File: config.mk
export PLATFORM = sky130hd
export DESIGN_NAME = reset_sequencer_flat
export DESIGN_NICKNAME = d
export VERILOG_FILES = /design/src/rtl/reset_sequencer_if.sv /design/src/rtl/reset_sequencer.sv /design/src/flat_wrapper.sv
export SDC_FILE = /design/constraint.sdc
export NUM_CORES = 1
export LEC_CHECK = 0
export ABC_AREA = 1
export BUFFER_PORTS_ARGS = -buffer_cell sky130_fd_sc_hd__buf_2
export CAP_MARGIN = 20
export CORE_AREA = 2 2 74 76
export DETAILED_ROUTE_END_ITERATION = 6
export DIE_AREA = 0 0 76 78
export GPL_ROUTABILITY_DRIVEN = 0
export GPL_TIMING_DRIVEN = 0
export PLACE_DENSITY = 0.64
export SETUP_SLACK_MARGIN = 0.15
export SYNTH_ARGS = -nofsm -noshare
export SYNTH_HDL_FRONTEND = slang
export SYNTH_SLANG_ARGS = --single-unit
File: constraint.sdc
create_clock -name clk -period 3.6 [get_ports clk]
set_clock_uncertainty 0.2 [all_clocks]
set_input_delay 0.72 -clock clk [delete_from_list [all_inputs] [get_ports clk]]
set_output_delay 0.72 -clock clk [all_outputs]
set_load 0.02 [all_outputs]
File: src/rtl/reset_sequencer_if.sv
// Reset sequencer signal bundle: reset causes in, sequenced resets and status out.
// The sequencer connects through the slave modport; whatever drives the causes
// and consumes the resets (board logic, testbench) uses the master modport.
interface reset_sequencer_if #(
   parameter int N_OUTS = 3
);
   logic              pll_locked;
   logic              btn_resetn;
   logic              sw_rst_req;
   logic [N_OUTS-1:0] rst_out_n;
   logic              rst_done;
   logic [1:0]        rst_cause;

   modport master (
      output pll_locked, btn_resetn, sw_rst_req,
      input  rst_out_n, rst_done, rst_cause
   );

   modport slave (
      input  pll_locked, btn_resetn, sw_rst_req,
      output rst_out_n, rst_done, rst_cause
   );
endinterface

File: src/rtl/reset_sequencer.sv
// Board-level reset sequencer.
// Merges power-on, PLL lock loss, push-button and software reset causes,
// stretches every reset to HOLD_CYCLES, waits for lock and a released button,
// then releases the outputs one by one, STAGE_GAP cycles apart, bit 0 first.
// All outputs come straight from flops.
module reset_sequencer #(
   parameter int N_OUTS          = 3,
   parameter int HOLD_CYCLES     = 64,
   parameter int STAGE_GAP       = 16,
   parameter int DEBOUNCE_CYCLES = 50000
) (
   input logic              clk,
   input logic              resetn,
   reset_sequencer_if.slave bus
);

   localparam int HW  = $clog2(HOLD_CYCLES + 1);
   localparam int GW  = $clog2(STAGE_GAP + 1);
   localparam int DW  = $clog2(DEBOUNCE_CYCLES);
   localparam int STW = (N_OUTS > 1) ? $clog2(N_OUTS) : 1;

   localparam logic [HW-1:0]     HOLD_LAST  = HW'(HOLD_CYCLES - 1);
   localparam logic [GW-1:0]     GAP_LAST   = GW'(STAGE_GAP - 1);
   localparam logic [DW-1:0]     DB_LAST    = DW'(DEBOUNCE_CYCLES - 1);
   localparam logic [STW-1:0]    STAGE_LAST = STW'(N_OUTS - 1);
   localparam logic [N_OUTS-1:0] OUT_LSB    = N_OUTS'(1);

   typedef enum logic [1:0] {
      S_HOLD,
      S_WAIT_LOCK,
      S_RELEASE,
      S_RUN
   } state_e;

   typedef enum logic [1:0] {
      CAUSE_POR = 2'd0,
      CAUSE_PLL = 2'd1,
      CAUSE_BTN = 2'd2,
      CAUSE_SW  = 2'd3
   } cause_e;

   logic pll_meta, pll_sync;
   logic btn_meta, btn_sync;
   logic btn_db;
   logic [DW-1:0] db_cnt;

   state_e            state_q, state_d;
   logic [HW-1:0]     hold_q, hold_d;
   logic [GW-1:0]     gap_q, gap_d;
   logic [STW-1:0]    stage_q, stage_d;
   logic [N_OUTS-1:0] out_q, out_d;
   logic              done_q, done_d;
   cause_e            cause_q, cause_d;

   logic trig_pll, trig_btn, trig_sw, trig_any;

   // Two-flop synchronizers; PLL assumed unlocked, button assumed released.
   // NOTE: sequential state uses non-blocking assignments so every flop samples
   // pre-edge values; blocking here would collapse the two stages into one.
   always_ff @(posedge clk or negedge resetn) begin
      if (!resetn) begin
         pll_meta <= 1'b0;
         pll_sync <= 1'b0;
         btn_meta <= 1'b1;
         btn_sync <= 1'b1;
      end else begin
         pll_meta <= bus.pll_locked;
         pll_sync <= pll_meta;
         btn_meta <= bus.btn_resetn;
         btn_sync <= btn_meta;
      end
   end

   // Debounce: accept a new button level only after DEBOUNCE_CYCLES of disagreement.
   always_ff @(posedge clk or negedge resetn) begin
      if (!resetn) begin
         btn_db <= 1'b1;
         db_cnt <= '0;
      end else if (btn_sync != btn_db) begin
         if (db_cnt == DB_LAST) begin
            btn_db <= btn_sync;
            db_cnt <= '0;
         end else begin
            db_cnt <= db_cnt + DW'(1);
         end
      end else begin
         db_cnt <= '0;
      end
   end

   assign trig_pll = ~pll_sync;
   assign trig_btn = ~btn_db;
   assign trig_sw  = bus.sw_rst_req;
   assign trig_any = trig_pll | trig_btn | trig_sw;

   // FSM and output registers.
   always_ff @(posedge clk or negedge resetn) begin
      if (!resetn) begin
         state_q <= S_HOLD;
         hold_q  <= '0;
         gap_q   <= '0;
         stage_q <= '0;
         out_q   <= '0;
         done_q  <= 1'b0;
         cause_q <= CAUSE_POR;
      end else begin
         state_q <= state_d;
         hold_q  <= hold_d;
         gap_q   <= gap_d;
         stage_q <= stage_d;
         out_q   <= out_d;
         done_q  <= done_d;
         cause_q <= cause_d;
      end
   end

   // Next-state logic: stretch, wait for lock, staged release, watch for triggers.
   // NOTE: every variable gets its hold value first so no path leaves one
   // unassigned, which would otherwise infer a latch.
   always_comb begin
      state_d = state_q;
      hold_d  = hold_q;
      gap_d   = gap_q;
      stage_d = stage_q;
      out_d   = out_q;
      done_d  = done_q;
      cause_d = cause_q;

      case (state_q)
         S_HOLD: begin
            out_d  = '0;
            done_d = 1'b0;
            if (hold_q == HOLD_LAST) begin
               hold_d  = '0;
               state_d = S_WAIT_LOCK;
            end else begin
               hold_d = hold_q + HW'(1);
            end
         end

         S_WAIT_LOCK: begin
            if (trig_sw) begin
               state_d = S_HOLD;
               hold_d  = '0;
               cause_d = CAUSE_SW;
            end else if (pll_sync && btn_db) begin
               state_d = S_RELEASE;
               stage_d = '0;
               gap_d   = '0;
            end
         end

         S_RELEASE, S_RUN: begin
            if (trig_any) begin
               state_d = S_HOLD;
               hold_d  = '0;
               out_d   = '0;
               done_d  = 1'b0;
               cause_d = trig_pll ? CAUSE_PLL : (trig_btn ? CAUSE_BTN : CAUSE_SW);
            end else if (state_q == S_RELEASE) begin
               if (gap_q == GAP_LAST) begin
                  gap_d = '0;
                  // Outputs release strictly in order, so the next one is a shift-in.
                  out_d = (out_q << 1) | OUT_LSB;
                  if (stage_q == STAGE_LAST) begin
                     state_d = S_RUN;
                     done_d  = 1'b1;
                  end else begin
                     stage_d = stage_q + STW'(1);
                  end
               end else begin
                  gap_d = gap_q + GW'(1);
               end
            end
         end

         default: state_d = S_HOLD;
      endcase
   end

   assign bus.rst_out_n = out_q;
   assign bus.rst_done  = done_q;
   assign bus.rst_cause = cause_q;

endmodule

File: src/flat_wrapper.sv
// flat-port wrapper written by rule: the top's interface ports become plain ports
module reset_sequencer_flat 
#(
   parameter int N_OUTS          = 3,
   parameter int HOLD_CYCLES     = 64,
   parameter int STAGE_GAP       = 16,
   parameter int DEBOUNCE_CYCLES = 50000
)
  (clk, resetn, bus_pll_locked, bus_btn_resetn, bus_sw_rst_req, bus_rst_out_n, bus_rst_done, bus_rst_cause);
  reset_sequencer_if #(.N_OUTS(N_OUTS)) bus_i ();
  input logic clk;
  input logic resetn;
  input wire logic [$bits(bus_i.pll_locked)-1:0] bus_pll_locked;
  input wire logic [$bits(bus_i.btn_resetn)-1:0] bus_btn_resetn;
  input wire logic [$bits(bus_i.sw_rst_req)-1:0] bus_sw_rst_req;
  output wire logic [$bits(bus_i.rst_out_n)-1:0] bus_rst_out_n;
  output wire logic [$bits(bus_i.rst_done)-1:0] bus_rst_done;
  output wire logic [$bits(bus_i.rst_cause)-1:0] bus_rst_cause;
  assign bus_i.pll_locked = bus_pll_locked;
  assign bus_i.btn_resetn = bus_btn_resetn;
  assign bus_i.sw_rst_req = bus_sw_rst_req;
  assign bus_rst_out_n = bus_i.rst_out_n;
  assign bus_rst_done = bus_i.rst_done;
  assign bus_rst_cause = bus_i.rst_cause;
  reset_sequencer #(.N_OUTS(N_OUTS), .HOLD_CYCLES(HOLD_CYCLES), .STAGE_GAP(STAGE_GAP), .DEBOUNCE_CYCLES(DEBOUNCE_CYCLES)) u_core (.clk(clk), .resetn(resetn), .bus(bus_i));
endmodule
==> results of run 1 <==
state kept, by name (all words and copies together), names as in the netlist:
register and flops:
u_core.pll_meta 1, u_core.bus.rst_cause 2, u_core.stage_q 2, u_core.bus.rst_out_n 3, u_core.state_q 2, u_core.db_cnt 16
u_core.btn_sync 1, u_core.btn_meta 1, u_core.hold_q 7, u_core.pll_sync 1, u_core.bus.rst_done 1, u_core.gap_q 5
u_core.btn_db 1
synth_stat cells (4+ instances only):
| cell | n | area [um2] |
|---|---|---|
| dfrtp_1 | 40 | 1000 |
| nand2_1 | 69 | 259 |
| inv_1 | 35 | 131 |
| a21oi_1 | 5 | 25.0 |
| nor2_1 | 38 | 143 |
| nand2_2 | 5 | 31.3 |
| o21ai_0 | 5 | 25.0 |
| ha_1 | 4 | 50.1 |
| nor3_1 | 9 | 45.0 |
| nand4_1 | 6 | 37.5 |
| nand3_1 | 21 | 105 |
| nand2_4 | 4 | 45.0 |
| xor2_1 | 5 | 43.8 |
worst paths after layout:
check | slack, ps | end | startpoint
min | 160 | u_core.pll_sync | u_core.pll_meta
max reg2reg | 1840 | u_core.db_cnt[3] | u_core.btn_db
max in group asynchronous | 2230 | u_core.gap_q[3] | resetn
min reg2reg | 160 | u_core.pll_sync | u_core.pll_meta
max | 1830 | bus_rst_out_n[0] | u_core.bus.rst_out_n[0]
min in group asynchronous | 360 | u_core.db_cnt[6] | resetn
where the power goes:
group / total, mW / internal (mW) / switching, mW / leakage [nW]
Sequential: 0.563 / 0.529 / 0.0348 / 0.548
Clock: 0.381 / 0.207 / 0.174 / 0.0581
Combinational: 0.329 / 0.104 / 0.225 / 0.655
Total: 1.27 / 0.839 / 0.434 / 1.26
routing by layer:
layer  up-vias  wire (um)
met5         -          0
met4         0         57
met3         5         88
met2        17       1710
met1       791       2050
li1        916          -
area by class of cell:
cell class                      count  area share
Buffer                              1     0.00302
Timing Repair Buffer               10      0.0201
Multi-Input combinational cell    194       0.402
Inverter                           39      0.0608
Clock inverter                      3      0.0176
Tap cell                           70      0.0352
Sequential cell                    43       0.434
Clock buffer                        5      0.0276
logic make-up (layout without fill, tap and decap cells):
group	after synthesis	in the layout	synth area share
compound gates	21	21	0.0547
xor+xnor	6	6	0.0235
fa+ha+maj	4	4	0.0223
buf+inv	40	58	0.0710
flops	43	43	0.482
simple gates	163	163	0.346
==> summary.md, run 1 <==
| Metric | Value |
|---|---|
| Status | finished clean |
| M1 GR Usage | 0.206 |
| Port Buf Inserts | 10 |
| CP peak stage delay | about 400 ps |
| Worst vdd ir | 325 uV |
| Final worst-path setup slack | 1830 ps |
| Initial antenna violation count | 0 |
| Commonest non-fill, non-tap cell in the layout | nand2_1 |
| Hold buffer count at CTS | 0 |
| Drt initial violations | approximately 80 |
| Final nets | roughly 300 |
| Slowest CP cell | dfrtp_1 |
| Slew HR | 0.361 |
| # rows | 26 |
| Clock Sinks | 43 |
| Vias in the first global route | 1636 |
| Post-synthesis async set-or-reset flop share | 1.00 |
| Max_cap viols | 0 |
| First-pass GRT wire length | 7.27 mm |
| Slew Limit Fails | 0 |
| Net count after synthesis | between 200 and 300 |
| Setup TNS | 0 ps |
| Clock tree from TritonCTS | yes |
| Fill cells | between 400 and 500 |
| Most frequent cells in the layout | nand2_1 (69), dfrtp_1 (40), nor2_1 (38) |
| Reg area | around 1100 um2 |
| Design Area, Final | ~2500 um2 |
| Critical-path cell list | buf_2 |
| Avg Inst Size Synth | around 8.1 um2 |
| Placed Cells incl. Taps | between 300 and 400 |
| CP Class | reg2out |
| Io pins | 11 |
| CTS max path bufs | 2 |
| Final Hold Fails | 0 |
| Critical Path RT | between 2000 and 3000 ps |
| Post-CTS Setup Inserts | 0 |
| Number of buffers created by CTS | 5 |
| Delay-heaviest family, CP | flip-flops |
| Worst path bufs/invs | 1 |
| Final Total Pwr | between 1 and 1.5 mW |
| Avg Vias per Cell | 4.74 |
| CP startpoint kind | flip-flop |
| Mapped Area | 2240 um2 |
| EDFF count, synth | 0 |
| Area of the multi-input gates | about 1000 um2 |
| Least-Margin Pin Slew | 959 ps |
| Die span in y | between 70 and 80 um |
| Ys Warns | 0 |
| Cells after Synth | roughly 280 |
| Most Crowded Layer GR | met2 |
| RSZ-0062 raised after global routing | false |
| WL final | slightly below 4 mm |
| Smallest hold slack | between 150 and 200 ps |
| DRC violations left | 0 |
| CP endpoint kind | output port |
| Dpl ws | between 1500 and 2000 ps |
| Global-route usage over all layers | 0.149 |
| Final non-filler cell total | between 300 and 400 |
| Pin count of the biggest net entering global routing | 44 |
| Leak | between 1 and 1.5 nW |
| Worst hold path type | reg2reg |
| Fmax | between 500 and 600 MHz |
| H-tree depth | 2 |
| Distinct cells, synth | 33 |
| Crit path max fanout | 3 |
| Chip Width | approximately 76 um |
| Antenna Nets Post-Route | 0 |
| Initial Util | 0.444 |
| R2R depth | 4 |
| Layout cells sized above 1 | 0.153 |
| Pre-antenna DRT Iters | 4 |
| Clock latency on the worst-skew pair | ~300 ps |
| Area Growth Syn to Fin | 11.2% |
| CTS clk-pin slew, worst paths | 80 ps |
| Tcrit/Tclk final | 0.493 |
| Post-synthesis sequential area ratio | 0.482 |
| Avg WL per Cell | between 10 and 15 um |
| Post-Place Cell Area | 2380 um2 |
| Root Driver | clkbuf_8 |
| Critical path arrival | between 800 and 900 ps |
| Post-DP HPWL | 2.79 mm |
| Diodes inserted | 0 |
| Cell depth of the worst setup path | 1 |
| CTS resizes | 0 |
| Post-layout min period | between 1500 and 2000 ps |
| Cell count of the worst hold path | 0 |
| Dominant synthesized flop cell | dfrtp_1 |
| Pwr/cell area | 511 nW/um2 |
| GR Util met3 | 0.0349 |
| Met2 Usage GRT | 0.234 |
| Post-synthesis register bit count | 43 |
| Core Box Area | around 5000 um2 |
| Final setup violation count | 0 |
| GRT overflow | 0 |
| Post-layout util | 0.494 |
| Die ar. | ~5900 um2 |
| Via count | around 1700 |
Power figures use the tool's default switching activity.
==> inputs of run 2 (changes only) <==
==> constraint.sdc (replaced) <==
create_clock -name clk -period 1.7 [get_ports clk]
set_clock_uncertainty 0.2 [all_clocks]
set_input_delay 0.34 -clock clk [delete_from_list [all_inputs] [get_ports clk]]
set_output_delay 0.34 -clock clk [all_outputs]
set_load 0.02 [all_outputs]
==> run 2 against run 1 <==
The flow now finishes with violations (hold timing). Cell count is 6.0% higher. Power is 130% higher. Sequential power is 110% higher. First-iteration DRC count is 29% lower. Register-to-register slack worse by 1700 ps. Combinational power grew to 2.8 times the previous value. Largest power group unchanged. Highest routed layer unchanged.
==> summary.md, run 2 (synthesis gave the netlist of run 1 again) <==
| Metric | Value |
|---|---|
| Fmax | around 630 MHz |
| Worst hold path type | in2async |
| Avg Vias per Cell | 4.84 (+2.1%) |
| Max FFs per register | 16 (unchanged) |
| Avg WL per Cell | 12.1 um (+13%) |
| Number of buffers created by CTS | 5 (unchanged) |
| Commonest non-fill, non-tap cell in the layout | nand2_1 |
| Root Driver | clkbuf_8 |
| Drt initial violations | 55 (-29%) |
| CP endpoint kind | flip-flop |
| Via count | 1872 (+8.3%) |
| Final Hold Fails | 21 (+21) |
| Global-route usage over all layers | 0.159 (+0.00959) |
| First-pass GRT wire length | 7.70 mm (+5.9%) |
| Reg area | 1080 um2 (+0.12%) |
| CP startpoint kind | flip-flop |
| Final nets | 325 (+7.3%) |
| Initial antenna violation count | 0 (unchanged) |
| Core Box Area | 5040 um2 (unchanged) |
| Critical path arrival | 1610 ps (+760 ps) |
| Post-layout min period | around 1600 ps |
| Pwr/cell area | 1020 nW/um2 (+99%) |
| Port Buf Inserts | 10 (unchanged) |
| Final setup violation count | 0 (unchanged) |
| GRT overflow | 0 (unchanged) |
| Clock tree from TritonCTS | yes |
| Clock latency on the worst-skew pair | 300 ps (about the same) |
| Status | finished, violations left |
| Biggest regs | u_core.db_cnt (16), u_core.hold_q (7), u_core.gap_q (5) |
| Smallest hold slack | -17.3 ps (-176 ps) |
| CP Class | reg2reg |
| Setup TNS | 0 ps (unchanged) |
| Antenna Nets Post-Route | 0 (unchanged) |
| RSZ-0062 raised after global routing | true |
| Fill cells | 416 (-13%) |
| Critical Path RT | 1730 ps (-950 ps) |
| Max_cap viols | 0 (unchanged) |
| Most frequent cells in the layout | nand2_1 (55), dfrtp_1 (39), inv_1 (32) |
| Slew HR | 0.360 (-0.000752) |
| CTS clk-pin slew, worst paths | 90 ps (about the same) |
| # rows | 26 (unchanged) |
| H-tree depth | 2 (unchanged) |
| Post-layout util | 0.573 (+0.0792) |
| Vias in the first global route | 1760 (+7.6%) |
| Leak | 1.42 nW (+13%) |
| Die ar. | 5930 um2 (unchanged) |
| Die span in y | 78 um (unchanged) |
| Area of the multi-input gates | 1220 um2 (+22%) |
| Least-Margin Pin Slew | 960 ps (+1.13 ps) |
| Tcrit/Tclk final | 0.931 |
| Worst vdd ir | 705 uV (+120%) |
| Io pins | 11 (unchanged) |
| Initial Util | 0.444 (unchanged) |
| DRC violations left | 0 (unchanged) |
| Dpl ws | -54.7 ps (-1770 ps) |
| CTS max path bufs | 2 (unchanged) |
| Clock Sinks | 43 (unchanged) |
| WL final | 4.67 mm (+20%) |
| Chip Width | 76 um (unchanged) |
| Pin count of the biggest net entering global routing | 44 (unchanged) |
| Reg2Reg Launch Point | u_core.db_cnt[0] |
| Violated checks | hold timing |
| Diodes inserted | 0 (unchanged) |
| Layout cells sized above 1 | 0.328 (+0.176) |
| CP startpoint | u_core.db_cnt[0] |
| Pre-antenna DRT Iters | 4 (unchanged) |
| Slew Limit Fails | 0 (unchanged) |
| Final worst-path setup slack | 118 ps (-1710 ps) |
| Most flop-heavy register | u_core.db_cnt |
| Area Growth Syn to Fin | 29.0% |
| Final Total Pwr | 2.94 mW (+130%) |
| Crit path max fanout | 5 (+2) |
| Post-DP HPWL | 2.79 mm (unchanged) |
## run 2: cell types whose count changed in the layout (fill, tap and decap cells not counted), sizes merged
cell         change
buf             +20
dlygate4sd3      +2
clkinv           +1
inv              -1
## run 2: final cells by class
type / instances / share of cell area
sequential: 43 / 0.374
tap: 70 / 0.0303
multi-input combinational: 194 / 0.421
clock inverter: 3 / 0.0152
buffer: 1 / 0.00390
clock buffer: 5 / 0.0238
timing repair buffer: 32 / 0.0762
inverter: 39 / 0.0550
## run 2: report_power, final
| group | internal (mW) | switching (mW) |
|---|---|---|
| clock network | 0.438 | 0.376 |
| logic | 0.320 | 0.605 |
| registers | 1.12 | 0.0820 |
| total | 1.88 | 1.06 |
## run 2: worst max-delay path, stage by stage (launching register included)
cell and delay (ps):
dfrtp_2 440, ha_4 180, nand2_2 80, nor2_2 50, nand2_2 100, nor2_4 60
buf_4 130, buf_4 120, nor3_2 150
## run 2: final timing paths
check / end / slack [ps] / depth (start not counted)
min: u_core.db_cnt[6] / -20 / 1
max: u_core.db_cnt[6] / 120 / 8
max in group asynchronous: u_core.db_cnt[0] / 680 / 1
min in group clk: u_core.pll_sync / 160 / 0
max reg2reg: u_core.db_cnt[6] / 120 / 8
min reg2reg: u_core.pll_sync / 160 / 0
## run 2: repair_timing
action,in CTS,in global routing
setup endpoints to repair,25,32
setup buffers,8,12
hold buffers,2,0
pin swaps,9,21
endpoints found under the hold margin,2,0
gates resized for setup,17,48
## run 2: per-stage QoR
step	area [um2]	instances
final	2890	387
after global routing	2890	387
after CTS	2650	375
after detailed placement	2380	357
after global placement	2380	357
after floorplan	2240	277
## run 2: metal layers
layer	global-route usage	vias to the layer above	share of wire
met4	0.0491	0	0.021
met3	0.0349	10	0.024
met5	0	-	0
met1	0.207	882	0.46
met2	0.266	22	0.49
li1	-	958	-
==> inputs of run 3 (changes only) <==
--- a/config.mk
+++ b/config.mk
@@ -8,12 +8,14 @@
 export ABC_AREA = 1
 export BUFFER_PORTS_ARGS = -buffer_cell sky130_fd_sc_hd__buf_2
 export CAP_MARGIN = 20
+export CELL_PAD_IN_SITES_DETAIL_PLACEMENT = 1
+export CELL_PAD_IN_SITES_GLOBAL_PLACEMENT = 1
 export CORE_AREA = 2 2 74 76
 export DETAILED_ROUTE_END_ITERATION = 6
 export DIE_AREA = 0 0 76 78
 export GPL_ROUTABILITY_DRIVEN = 0
 export GPL_TIMING_DRIVEN = 0
-export PLACE_DENSITY = 0.64
+export PLACE_DENSITY = 0.8
 export SETUP_SLACK_MARGIN = 0.15
 export SYNTH_ARGS = -nofsm -noshare
 export SYNTH_HDL_FRONTEND = slang
==> run 3 against run 2 <==
The run still ends with hold timing left. Sequential share of layout area fell by 1.7 points. First-iteration DRC count rose by 27%. Via count is 11% higher. Die area is the same. Core utilization grew 2.9 points. Largest power group unchanged. Highest routed layer unchanged. Register-to-register slack got worse by 60 ps.
==> summary.md, run 3 (synthesis gave the netlist of run 1 again) <==
| Metric | Value |
|---|---|
| First-pass GRT wire length | 9.05 mm (+18%) |
| Pin count of the biggest net entering global routing | 44 (unchanged) |
| Cell depth of the worst setup path | 8 (unchanged) |
| Worst vdd ir | 753 uV (+6.8%) |
| R2R depth | 8 (unchanged) |
| CTS clk-pin slew, worst paths | 90 ps (about the same) |
| CP peak stage delay | 570 ps (+130 ps) |
| Setup slack, reg-to-reg | 60 ps (-60 ps) |
| RSZ-0062 raised after global routing | true |
| Io pins | 11 (unchanged) |
| Slew HR | 0.339 (-0.0211) |
| Smallest hold slack | -16.3 ps (+0.995 ps) |
| Leak | 1.48 nW (+4.2%) |
| R2R Path End | u_core.gap_q[3] |
| CP endpoint kind | flip-flop |
| Tcrit/Tclk final | 0.967 (+0.0358) |
| Post-DP HPWL | 3.52 mm (+26%) |
| Area of the multi-input gates | 1300 um2 (+6.6%) |
| Initial Util | 0.444 (unchanged) |
| Final nets | 332 (+2.2%) |
| Post-layout util | 0.601 (+0.0285) |
| Die ar. | 5930 um2 (unchanged) |
| Avg Vias per Cell | 5.29 (+9.3%) |
| Most frequent cells in the layout | nand2_1 (49), dfrtp_1 (37), inv_1 (32) |
| Port Buf Inserts | 10 (unchanged) |
| Least-Margin Pin Slew | 991 ps (+31.6 ps) |
| DRC violations left | 0 (unchanged) |
| Clock latency on the worst-skew pair | 310 ps (about the same) |
| Post-layout min period | 1640 ps (+60.8 ps) |
| Clock Sinks | 43 (unchanged) |
| Post-Place Cell Area | 2380 um2 (unchanged) |
| Area Growth Syn to Fin | 35.4% |
| Max FFs per register | 16 (unchanged) |
| Status | finished, violations left |
| Max layer used | met4 |
| Met3 WL | 193 um (+72%) |
| Delay-heaviest family, CP | flip-flops |
| Critical-path cell list | nand2_4 -> nor2_8 -> nand2_4 -> inv_6 -> nand2_4 -> nor2_8 -> buf_4 -> nor2_1 |
| Root Driver | clkbuf_8 |
| Pwr/cell area | 1060 nW/um2 (+4.2%) |
| Chip Width | 76 um (unchanged) |
| Fmax | 609 MHz (-3.7%) |
| Initial antenna violation count | 0 (unchanged) |
| Final setup violation count | 0 (unchanged) |
| Core Box Area | 5040 um2 (unchanged) |
| Layout cells sized above 1 | 0.389 (+0.0608) |
| Avg WL per Cell | 18.0 um (+49%) |
| GRT overflow | 0 (unchanged) |
| Design Area, Final | 3030 um2 (+5.0%) |
| WL final | 7.09 mm (+52%) |
| Number of buffers created by CTS | 5 (unchanged) |
| Critical path arrival | 1650 ps (+40 ps) |
| Worst hold path type | in2async |
| Most flop-heavy register | u_core.db_cnt |
| Biggest regs | u_core.db_cnt (16), u_core.hold_q (7), u_core.gap_q (5) |
| CP Class | reg2reg |
| H-tree depth | 2 (unchanged) |
| Via count | 2084 (+11%) |
| Met2 WL | 3.67 mm (+61%) |
| Diodes inserted | 0 (unchanged) |
| Slowest CP cell | dfstp_2 |
| # rows | 26 (unchanged) |
| Drt initial violations | 70 (+27%) |
| Vias in the first global route | 1962 (+11%) |
| Final Hold Fails | 13 (-38%) |
| Cell mode on critical path | nand2_4 |
| Pre-antenna DRT Iters | 4 (unchanged) |
| Max_cap viols | 0 (unchanged) |
| Reg2Reg Launch Point | u_core.btn_db |
| Worst path bufs/invs | 2 (unchanged) |
| Final non-filler cell total | 394 (+1.8%) |
| Placed Cells incl. Taps | 357 (unchanged) |
| Violated checks | hold timing |
| Die span in y | 78 um (unchanged) |
| CP startpoint kind | flip-flop |
| Global-route usage over all layers | 0.192 (+0.0333) |
| Commonest non-fill, non-tap cell in the layout | nand2_1 |
| Metal-1 WL | 3.02 mm (+39%) |
| Critical Path RT | 1700 ps (-30 ps) |
| CTS max path bufs | 2 (unchanged) |
| Clock tree from TritonCTS | yes |
| Antenna Nets Post-Route | 0 (unchanged) |
| Reg area | 1080 um2 (+0.23%) |
| Fill cells | 597 (+44%) |
| Crit path max fanout | 5 (unchanged) |
| Slew Limit Fails | 0 (unchanged) |
run 3: changes by cell type in the layout (fill, tap and decap cells not counted), sizes merged:
cell,before,now
buf,31,38
clkbuf,5,6
inv,38,39
clkinv,3,1
run 3: worst reg2reg max path, cell delays in order, from the launching register on:
cell	delay (ps)
dfstp_2	570
nand2_4	80
nor2_8	160
nand2_4	80
inv_6	80
nand2_4	60
nor2_8	140
buf_4	120
nor2_1	40
run 3: metrics by stage:
step / setup TNS, ps / setup slack, ps / hold slack (ps) / power, mW
2_1_floorplan: 0 / 168 / -156 / 1.75
3_3_place_gp: -526 / -87.1 / 138 / 1.93
6_report: 0 / 56.9 / -16.3 / 3.22
3_5_place_dp: -520 / -81.6 / 145 / 1.96
4_1_cts: 0 / 90.1 / 24.2 / 2.88
5_1_grt: -56.5 / -36.7 / 73.6 / 3.35
run 3: area by class of cell:
class                           count  area share
Multi-Input combinational cell    194       0.428
Tap cell                           70      0.0289
Inverter                           39      0.0524
Timing Repair Buffer               39      0.0912
Buffer                              1     0.00371
Sequential cell                    43       0.357
Clock buffer                        6      0.0272
Clock inverter                      2      0.0116
run 3: how the worst max path moves through the flow:
stage                 startpoint           endpoint  slack [ps]
6_report           u_core.btn_db    u_core.gap_q[3]          60
5_1_grt         u_core.hold_q[1]  u_core.state_q[1]         -40
4_1_cts        u_core.stage_q[0]  u_core.state_q[1]          90
3_5_place_dp       u_core.btn_db   u_core.db_cnt[9]         -80
3_3_place_gp       u_core.btn_db   u_core.db_cnt[9]         -90
2_1_floorplan      u_core.btn_db  u_core.stage_q[0]         170
run 3: repair_timing:
item                                    in CTS  in global routing
gates cloned                                 0                  0
gates resized for setup                     20                 67
hold buffers                                 2                  0
pin swaps                                   11                 25
setup buffers                                7                 20
endpoints found under the setup margin      30                 34
hold endpoints to repair                     2                  0
run 3: per-layer routing:
metal	vias up	global-route usage
met3	20	0.0419
li1	971	-
met1	1056	0.240
met5	-	0
met4	0	0.0764
met2	37	0.327
run 3: power breakdown:
group / internal [mW] / switching (mW)
clock: 0.476 / 0.390
combinational: 0.373 / 0.756
sequential: 1.12 / 0.101
